## config.mk

```make
export PLATFORM = sky130hd
export DESIGN_NAME = pwm_demod
export DESIGN_NICKNAME = d
export VERILOG_FILES = /design/src/rtl/pwm_demod_pkg.sv /design/src/rtl/pwm_sync_edge.sv /design/src/rtl/pwm_demod.sv
export SDC_FILE = /design/constraint.sdc
export NUM_CORES = 1
export LEC_CHECK = 0
export BUFFER_PORTS_ARGS = -buffer_cell sky130_fd_sc_hd__buf_2
export CAP_MARGIN = 5
export CORE_AREA = 2 2 128 130
export DETAILED_ROUTE_END_ITERATION = 16
export DIE_AREA = 0 0 130 132
export HOLD_SLACK_MARGIN = 0.02
export PLACE_DENSITY = 0.55
export SLEW_MARGIN = 20
export SYNTH_ARGS = -nofsm -noshare
export SYNTH_HDL_FRONTEND = slang
export SYNTH_SLANG_ARGS = --single-unit
```

## constraint.sdc

```tcl
create_clock -name clk -period 3 [get_ports clk]
set_input_delay 0 -clock clk [delete_from_list [all_inputs] [get_ports clk]]
set_output_delay 0 -clock clk [all_outputs]
set_load 0.005 [all_outputs]
```

## src/rtl/pwm_demod_pkg.sv

```systemverilog
// Shared types, default parameter values and helpers for the PWM demodulator.
//   state_e  : period tracker state (hunting for the first edge, or tracking periods)
//   sat_add  : add one input bit to a high-time count, saturating at 2^pw - 1
package pwm_demod_pkg;

    typedef enum logic {
        StHunt,
        StTrack
    } state_e;

    localparam int unsigned PwDefault         = 16;
    localparam int unsigned AvgLog2Default    = 8;
    localparam int unsigned SyncStagesDefault = 2;

    // The 16th high cycle of a stuck-high period would give 2^pw, which does not
    // fit in a pw-bit sample, so clamp to the largest representable duty.
    function automatic logic [31:0] sat_add(input logic [31:0]   hi,
                                            input logic          b,
                                            input int unsigned   pw);
        logic [32:0] sum;
        logic [32:0] max_v;
        sum   = {1'b0, hi} + {32'd0, b};
        max_v = (33'd1 << pw) - 33'd1;
        if (sum > max_v) begin
            return max_v[31:0];
        end
        return sum[31:0];
    endfunction

endpackage

```

## src/rtl/pwm_sync_edge.sv

```systemverilog
// Input conditioning for the PWM demodulator: multi-flop synchronizer followed by
// a one-cycle delay used for rising-edge detection.
//   clk, rst_n : clock, asynchronous active-low reset (all flops clear to 0)
//   pwm_in     : asynchronous PWM stream
//   pwm_s      : synchronized stream (SYNC_STAGES flops after pwm_in)
//   pwm_rise   : pwm_s & ~(pwm_s delayed by one cycle)
// SYNC_STAGES must be at least 2.
module pwm_sync_edge #(
    parameter int unsigned SYNC_STAGES = 2
) (
    input  logic clk,
    input  logic rst_n,
    input  logic pwm_in,
    output logic pwm_s,
    output logic pwm_rise
);

    logic [SYNC_STAGES-1:0] sync_q, sync_d;
    logic                   pwm_d_q, pwm_d_d;

    always_comb begin
        sync_d  = {sync_q[SYNC_STAGES-2:0], pwm_in};
        pwm_d_d = sync_q[SYNC_STAGES-1];
    end

    always_ff @(posedge clk or negedge rst_n) begin
        if (!rst_n) begin
            sync_q  <= '0;
            pwm_d_q <= 1'b0;
        end else begin
            sync_q  <= sync_d;
            pwm_d_q <= pwm_d_d;
        end
    end

    assign pwm_s    = sync_q[SYNC_STAGES-1];
    assign pwm_rise = pwm_s & ~pwm_d_q;

endmodule

```

## src/rtl/pwm_demod.sv

```systemverilog
// PWM demodulator: measures the high time of each 2^PW-clock period of an incoming
// PWM stream and averages 2^AVG_LOG2 consecutive samples to recover a dithered
// duty target with AVG_LOG2 extra fractional bits.
//   clk, rst_n   : PWM-rate clock, asynchronous active-low reset
//   pwm_in       : asynchronous PWM stream, high at the start of each period
//   sample       : high-time count of the last complete period
//   sample_valid : one-cycle pulse when sample updates
//   avg          : sum of the last 2^AVG_LOG2 samples (mean with AVG_LOG2 fraction bits)
//   avg_valid    : one-cycle pulse when avg updates
//   locked       : a complete aligned period has been seen since reset or last slip
//   slip         : one-cycle pulse when a rising edge arrives off the period boundary
module pwm_demod
    import pwm_demod_pkg::*;
#(
    parameter int unsigned PW          = PwDefault,
    parameter int unsigned AVG_LOG2    = AvgLog2Default,
    parameter int unsigned SYNC_STAGES = SyncStagesDefault
) (
    input  logic                   clk,
    input  logic                   rst_n,
    input  logic                   pwm_in,
    output logic [PW-1:0]          sample,
    output logic                   sample_valid,
    output logic [PW+AVG_LOG2-1:0] avg,
    output logic                   avg_valid,
    output logic                   locked,
    output logic                   slip
);

    localparam int unsigned AW = PW + AVG_LOG2;

    logic pwm_s;
    logic pwm_rise;

    pwm_sync_edge #(
        .SYNC_STAGES(SYNC_STAGES)
    ) u_sync (
        .clk     (clk),
        .rst_n   (rst_n),
        .pwm_in  (pwm_in),
        .pwm_s   (pwm_s),
        .pwm_rise(pwm_rise)
    );

    state_e              state_q, state_d;
    logic [PW-1:0]       cnt_q, cnt_d;
    logic [PW-1:0]       hi_q, hi_d;
    logic [PW-1:0]       sample_q, sample_d;
    logic                sample_valid_q, sample_valid_d;
    logic                locked_q, locked_d;
    logic                slip_q, slip_d;
    logic [AW-1:0]       acc_q, acc_d;
    logic [AVG_LOG2-1:0] n_q, n_d;
    logic [AW-1:0]       avg_q, avg_d;
    logic                avg_valid_q, avg_valid_d;
    logic                clear_avg;

    always_comb begin
        state_d        = state_q;
        cnt_d          = cnt_q;
        hi_d           = hi_q;
        sample_d       = sample_q;
        sample_valid_d = 1'b0;
        locked_d       = locked_q;
        slip_d         = 1'b0;
        clear_avg      = 1'b0;

        unique case (state_q)
            StHunt: begin
                cnt_d = '0;
                hi_d  = '0;
                if (pwm_rise) begin
                    state_d = StTrack;
                    cnt_d   = PW'(1);
                    hi_d    = PW'(1);
                end
            end
            StTrack: begin
                if (pwm_rise && (cnt_q != '0)) begin
                    // Edge inside a period: drop the partial period and realign to it.
                    slip_d    = 1'b1;
                    locked_d  = 1'b0;
                    clear_avg = 1'b1;
                    cnt_d     = PW'(1);
                    hi_d      = PW'(1);
                end else if (cnt_q == '1) begin
                    sample_d       = PW'(sat_add(32'(hi_q), pwm_s, PW));
                    sample_valid_d = 1'b1;
                    locked_d       = 1'b1;
                    cnt_d          = '0;
                    hi_d           = '0;
                end else begin
                    // An aligned edge at cnt == 0 lands here and starts the period normally.
                    cnt_d = cnt_q + PW'(1);
                    hi_d  = hi_q + PW'(pwm_s);
                end
            end
            default: state_d = StHunt;
        endcase
    end

    always_comb begin
        acc_d       = acc_q;
        n_d         = n_q;
        avg_d       = avg_q;
        avg_valid_d = 1'b0;
        if (clear_avg) begin
            acc_d = '0;
            n_d   = '0;
        end else if (sample_valid_q) begin
            n_d = n_q + AVG_LOG2'(1);
            if (n_q == '1) begin
                avg_d       = acc_q + AW'(sample_q);
                avg_valid_d = 1'b1;
                acc_d       = '0;
            end else begin
                acc_d = acc_q + AW'(sample_q);
            end
        end
    end

    always_ff @(posedge clk or negedge rst_n) begin
        if (!rst_n) begin
            state_q        <= StHunt;
            cnt_q          <= '0;
            hi_q           <= '0;
            sample_q       <= '0;
            sample_valid_q <= 1'b0;
            locked_q       <= 1'b0;
            slip_q         <= 1'b0;
            acc_q          <= '0;
            n_q            <= '0;
            avg_q          <= '0;
            avg_valid_q    <= 1'b0;
        end else begin
            state_q        <= state_d;
            cnt_q          <= cnt_d;
            hi_q           <= hi_d;
            sample_q       <= sample_d;
            sample_valid_q <= sample_valid_d;
            locked_q       <= locked_d;
            slip_q         <= slip_d;
            acc_q          <= acc_d;
            n_q            <= n_d;
            avg_q          <= avg_d;
            avg_valid_q    <= avg_valid_d;
        end
    end

    assign sample       = sample_q;
    assign sample_valid = sample_valid_q;
    assign avg          = avg_q;
    assign avg_valid    = avg_valid_q;
    assign locked       = locked_q;
    assign slip         = slip_q;

endmodule

```

## Word-level counts from Yosys, hierarchy flattened

Index checks and enable logic that the tools add are counted.

- Register bits: 112
- Input bits: 3
- Output and inout port bits: 44
- Logic and storage cells: 63

- Add/sub/neg operators: 5
- Magnitude comparators: 1
- Equal/unequal tests: 2
- Multiplexer cells: 30
- Bitwise gates (word level): 5
- Reduce and logical (&&, ||, !) cells: 7

Operators with widths:

| operator | count |
|---|---|
| 16-bit 2-to-1 mux | 6 |
| 24-bit 2-to-1 mux | 3 |
| 16-bit one-hot mux with 2 select lines | 2 |
| 24-bit by 16-bit adder with 24-bit output | 1 |
| 16-bit by 1-bit adder with 17-bit output | 1 |
| 17-bit by 16-bit > comparator with 1-bit output, second input constant | 1 |
| 1-bit 2-to-1 mux | 17 |
| 16-bit by 1-bit adder with 16-bit output | 1 |
| 16-bit by 1-bit adder with 16-bit output, second input constant | 1 |
| 16-bit equality test, second input constant | 1 |
| 8-bit 2-to-1 mux | 2 |
| 16-bit nonzero test | 1 |
| 8-bit by 1-bit adder with 8-bit output, second input constant | 1 |
| 8-bit equality test, second input constant | 1 |
| 3-bit AND reduction | 2 |
| 1-bit inverter | 4 |
| 2-bit nonzero test | 2 |
| 2-bit AND reduction | 1 |
| 1-bit bitwise AND | 1 |
| 1-bit logical AND | 1 |

## Depth between registers and ports, before layout

- Depth after elaboration: 7
- Mapped depth: 12
- Depth with buffers taken out: 9

## Hierarchy

Synthesis repeated with hierarchy kept, for this count alone.

- Cells, all modules: 551
- Area, all modules: 5467.7 µm²

By module, submodules not included:

| module | instances | cells an instance | area an instance (µm²) | seq. area each (µm²) |
|---|---|---|---|---|
| pwm_demod | 1 | 547 | 5378.9 | 2727.6 |
| pwm_sync_edge | 1 | 4 | 88.8 | 75.1 |

## Worst setup path before layout

OpenSTA, ideal clock, no wires.

- Kind: register to register
- From: register sample_q[8] (netlist: sample[8])
- To: register acc_q[23]
- Library setup time: 0.065 ns
- Data arrival time: 2.316 ns
- Slack: 0.619 ns
- Cell stages (with the launch flop): 9
- Buffers on the path: 0
- Clock period less this slack: 2.381 ns
- Cell sequence: dfrtp_1 ha_1 a21oi_1 o21ai_0 o221a_2 or4_1 and4_1 o21ai_0 a22o_1

- Cells in the longest elaborated chain, start to end: 4

Ends and longest elaborated chain:

| element | RTL line | RTL |
|---|---|---|
| start: declaration | pwm_demod.sv:48 | `logic [PW-1:0] sample_q, sample_d;` |
| start signal: assignment | pwm_demod.sv:139 | `sample_q <= sample_d;` |
| 24-bit by 16-bit adder with 24-bit output | pwm_demod.sv:117 | `acc_d = acc_q + AW'(sample_q);` |
| 24-bit 2-to-1 mux | pwm_demod.sv:112 | `if (n_q == '1) begin` |
| 24-bit 2-to-1 mux | pwm_demod.sv:110 | `end else if (sample_valid_q) begin` |
| 24-bit 2-to-1 mux | pwm_demod.sv:107 | `if (clear_avg) begin` |
| end signal: assignment | pwm_demod.sv:131 | `acc_q <= '0;` |
| end signal: assignment | pwm_demod.sv:143 | `acc_q <= acc_d;` |
| end: declaration | pwm_demod.sv:52 | `logic [AW-1:0] acc_q, acc_d;` |

No other way between the ends. The select of a mux whose other input is x is not followed.
A chain may end at the register's enable or synchronous reset.

## Final worst setup path

Same ends and word-level chain as after synthesis.

==> impl_metrics.env <==
export IMPL_gp_routability_congestion=0.992
export IMPL_end_kind="flip-flop"
export IMPL_track_usage=0.149
export IMPL_synth_area_um2=5430
export IMPL_p_leak_nw=3.17
export IMPL_skew_ns=0.00541
export IMPL_synth_async_reset_ratio=1.00
export IMPL_vias=4019
export IMPL_critical_path_max_stage_delay_ns=0.55
export IMPL_crit_arrival_ns=2.91
export IMPL_cts_made_buffers=9
export IMPL_yosysWarnings=0
export IMPL_path_cells="ha_1 > a21oi_1 > o21ai_0 > o221a_2 > or4_1 > and4_1 > o21ai_0 > a22o_1"
export IMPL_first_iter_violations=253
export IMPL_post_drt_wl_per_cell_um=14.5
export IMPL_holdPathEnd="u_sync.sync_q[0]"
export IMPL_rsz0062_at_grt="false"
export IMPL_syn_nets=577
export IMPL_tightest_slew_ns=0.972
export IMPL_hp_class="primary input to flip-flop"
export IMPL_hpwl_um=8690
export IMPL_holdPathStages=2
export IMPL_path_class="flip-flop to flip-flop"
export IMPL_worstHoldStart="pwm_in"
export IMPL_netlist_instances=552
export IMPL_cpMostUsedCell="o21ai_0"
export IMPL_design_power_total_mw=3.13
export IMPL_root_buffer="clkbuf_16"
export IMPL_p_per_area_nw_per_um2=498
export IMPL_die_height_um=132
export IMPL_ios=47
export IMPL_yosysUniqueCellTypes=43
export IMPL_final_common_cell="dfrtp_1"
export IMPL_placed_area_um2=5950
export IMPL_fmax_ghz=0.382
export IMPL_grt_max_degree=76
export IMPL_rows=46
export IMPL_vias_per_cell=4.88
export IMPL_critPathLaunchType="flip-flop"
export IMPL_overflow=0
export IMPL_placed_cells=806
export IMPL_drc=0
export IMPL_ant_nets=0
export IMPL_drtPass1Iterations=4
export IMPL_reg2reg_slack_ns=0.38
export IMPL_finalCritPeriodShare=0.872
export IMPL_r2r_end="acc_q[23]"
export IMPL_numPortBuffers=46
export IMPL_slew_headroom=0.352
export IMPL_place_ws_ns=0.412
export IMPL_status="finished clean"
export IMPL_syn2layout_area_growth_pct=15.6
export IMPL_reg2reg_from="sample[8]"
export IMPL_synth_avg_cell_area_um2=9.84
export IMPL_coreArea_um2=15700
export IMPL_ys_seq_area_frac=0.516
export IMPL_clk_pin_slew_ns=0.07
export IMPL_cap_violations=0
export IMPL_max_vdd_ir_drop_v=0.000280
export IMPL_rr_worst_depth=8
export IMPL_cp_slowest_cell="or4_1"
export IMPL_clk_latency_ns=0.36
export IMPL_initial_core_util=0.346
export IMPL_cts_buffer_depth=2
export IMPL_ys_ff_latch=112
export IMPL_synth_ff_type="dfrtp_1"
export IMPL_die_x_um=130
export IMPL_grt_antenna_before_repair=0
export IMPL_design_area_um2=6280
export IMPL_slew_violations=0
export IMPL_num_antenna_cells=0
export IMPL_fin_crit_ns=2.62
export IMPL_fin_hold_ws_ns=0.287
export IMPL_finish_utilization=0.400
export IMPL_fillers=1588
export IMPL_final_nets=628
export IMPL_htreeDepth=3
export IMPL_crit_fanout=6
export IMPL_final_cell_mix="112 x dfrtp_1, 74 x nor2_1, 66 x nand2_1, 45 x buf_2, 36 x a21oi_1"
export IMPL_cts_tree="done"
export IMPL_fin_ws_ns=0.384
export IMPL_finalSetupTns_ns=0
export IMPL_grt_pass1_vias=3946
export IMPL_required_ns=3.29
export IMPL_final_cells=824
export IMPL_cts_resized_gates=0
export IMPL_drive_above_1_share=0.140
export IMPL_die_area_um2=17200
export IMPL_setup_violations_final=0
export IMPL_wl_um=11900
export IMPL_final_hold_violation_count=0
export IMPL_synth_edf_count=0
export IMPL_clock_sinks=112
export IMPL_grt_pass1_wl_um=20100
-- synthesized netlist by cell type (5+ instances only) --
library cell,n,share of area
and3_1,14,0.016
nand4_1,8,0.0092
ha_1,21,0.048
inv_1,14,0.0097
a21oi_1,36,0.033
clkbuf_1,16,0.011
nand3_1,29,0.027
o211ai_1,5,0.0069
a22o_1,14,0.023
a21o_1,6,0.0083
nor2_1,74,0.051
xnor2_1,23,0.037
o21ai_0,25,0.023
mux2_2,5,0.010
dfrtp_1,112,0.52
nand2_1,66,0.046
xor2_1,32,0.052
-- area by class of cell --
cell class / count / area (um2) / area share
Sequential cell: 112 / 2800 / 0.446
Multi-Input combinational cell: 407 / 2500 / 0.398
Timing Repair Buffer: 59 / 348 / 0.0554
Tap cell: 216 / 270 / 0.0430
Clock buffer: 9 / 225 / 0.0359
Clock inverter: 7 / 78.8 / 0.0126
Inverter: 14 / 52.6 / 0.00837
-- power by group --
group / total [mW] / switching [mW] / leakage [nW] / internal, mW
logic: 0.282 / 0.179 / 1.48 / 0.103
clock network: 1.23 / 0.570 / 0.144 / 0.657
registers: 1.62 / 0.0527 / 1.54 / 1.57
-- sequential cells by signal, summed over array words and instances, names as in the netlist --
name	count
sample_valid	1
cnt_q	16
avg_valid	1
avg	24
u_sync.sync_q	2
acc_q	24
sample	16
n_q	8
u_sync.pwm_d_q	1
locked	1
slip	1
hi_q	16
state_q	1
-- cells by family after synthesis --
group,after synthesis,synth area share
AO/OA/AOI/OAI,105,0.122
XOR/XNOR,55,0.0887
adder cells (fa/ha/maj),22,0.0521
buffers and inverters,33,0.0235
flip-flops,112,0.516
multiplexers,8,0.0159
AND/OR/NAND/NOR,217,0.182
-- critical path, delay by kind of cell (launching register included) --
kind,cells,cell delay (ns)
DFF,1,0.40
and+or+nand+nor,2,0.82
adders and majority gates,1,0.37
AOI/OAI and AO/OA,5,0.95
-- per-layer routing --
layer / GRT usage / vias to the layer above / wire length (um)
li1: - / 2009 / -
met1: 0.199 / 1925 / 5670
met2: 0.238 / 70 / 5640
met3: 0.0341 / 15 / 419
met4: 0.0466 / 0 / 190
met5: 0 / - / 0
-- timing repair --
action	in CTS	in global routing
hold endpoints to repair	75	0
hold buffers	2	0
buffers inserted	0	0
-- worst max-delay path by stage --
stage | slack (ns) | cells after the start | startpoint | endpoint
finish | 0.38 | 8 | sample[8] | acc_q[23]
global route | 0.22 | 8 | sample[8] | avg[23]
global placement | 0.50 | 8 | sample[8] | avg[23]
floorplan | 0.62 | 8 | sample[8] | acc_q[23]
detailed placement | 0.41 | 8 | sample[8] | acc_q[23]
CTS | 0.40 | 8 | sample[8] | acc_q[23]
Note: power is estimated with default switching activity, not from simulation.
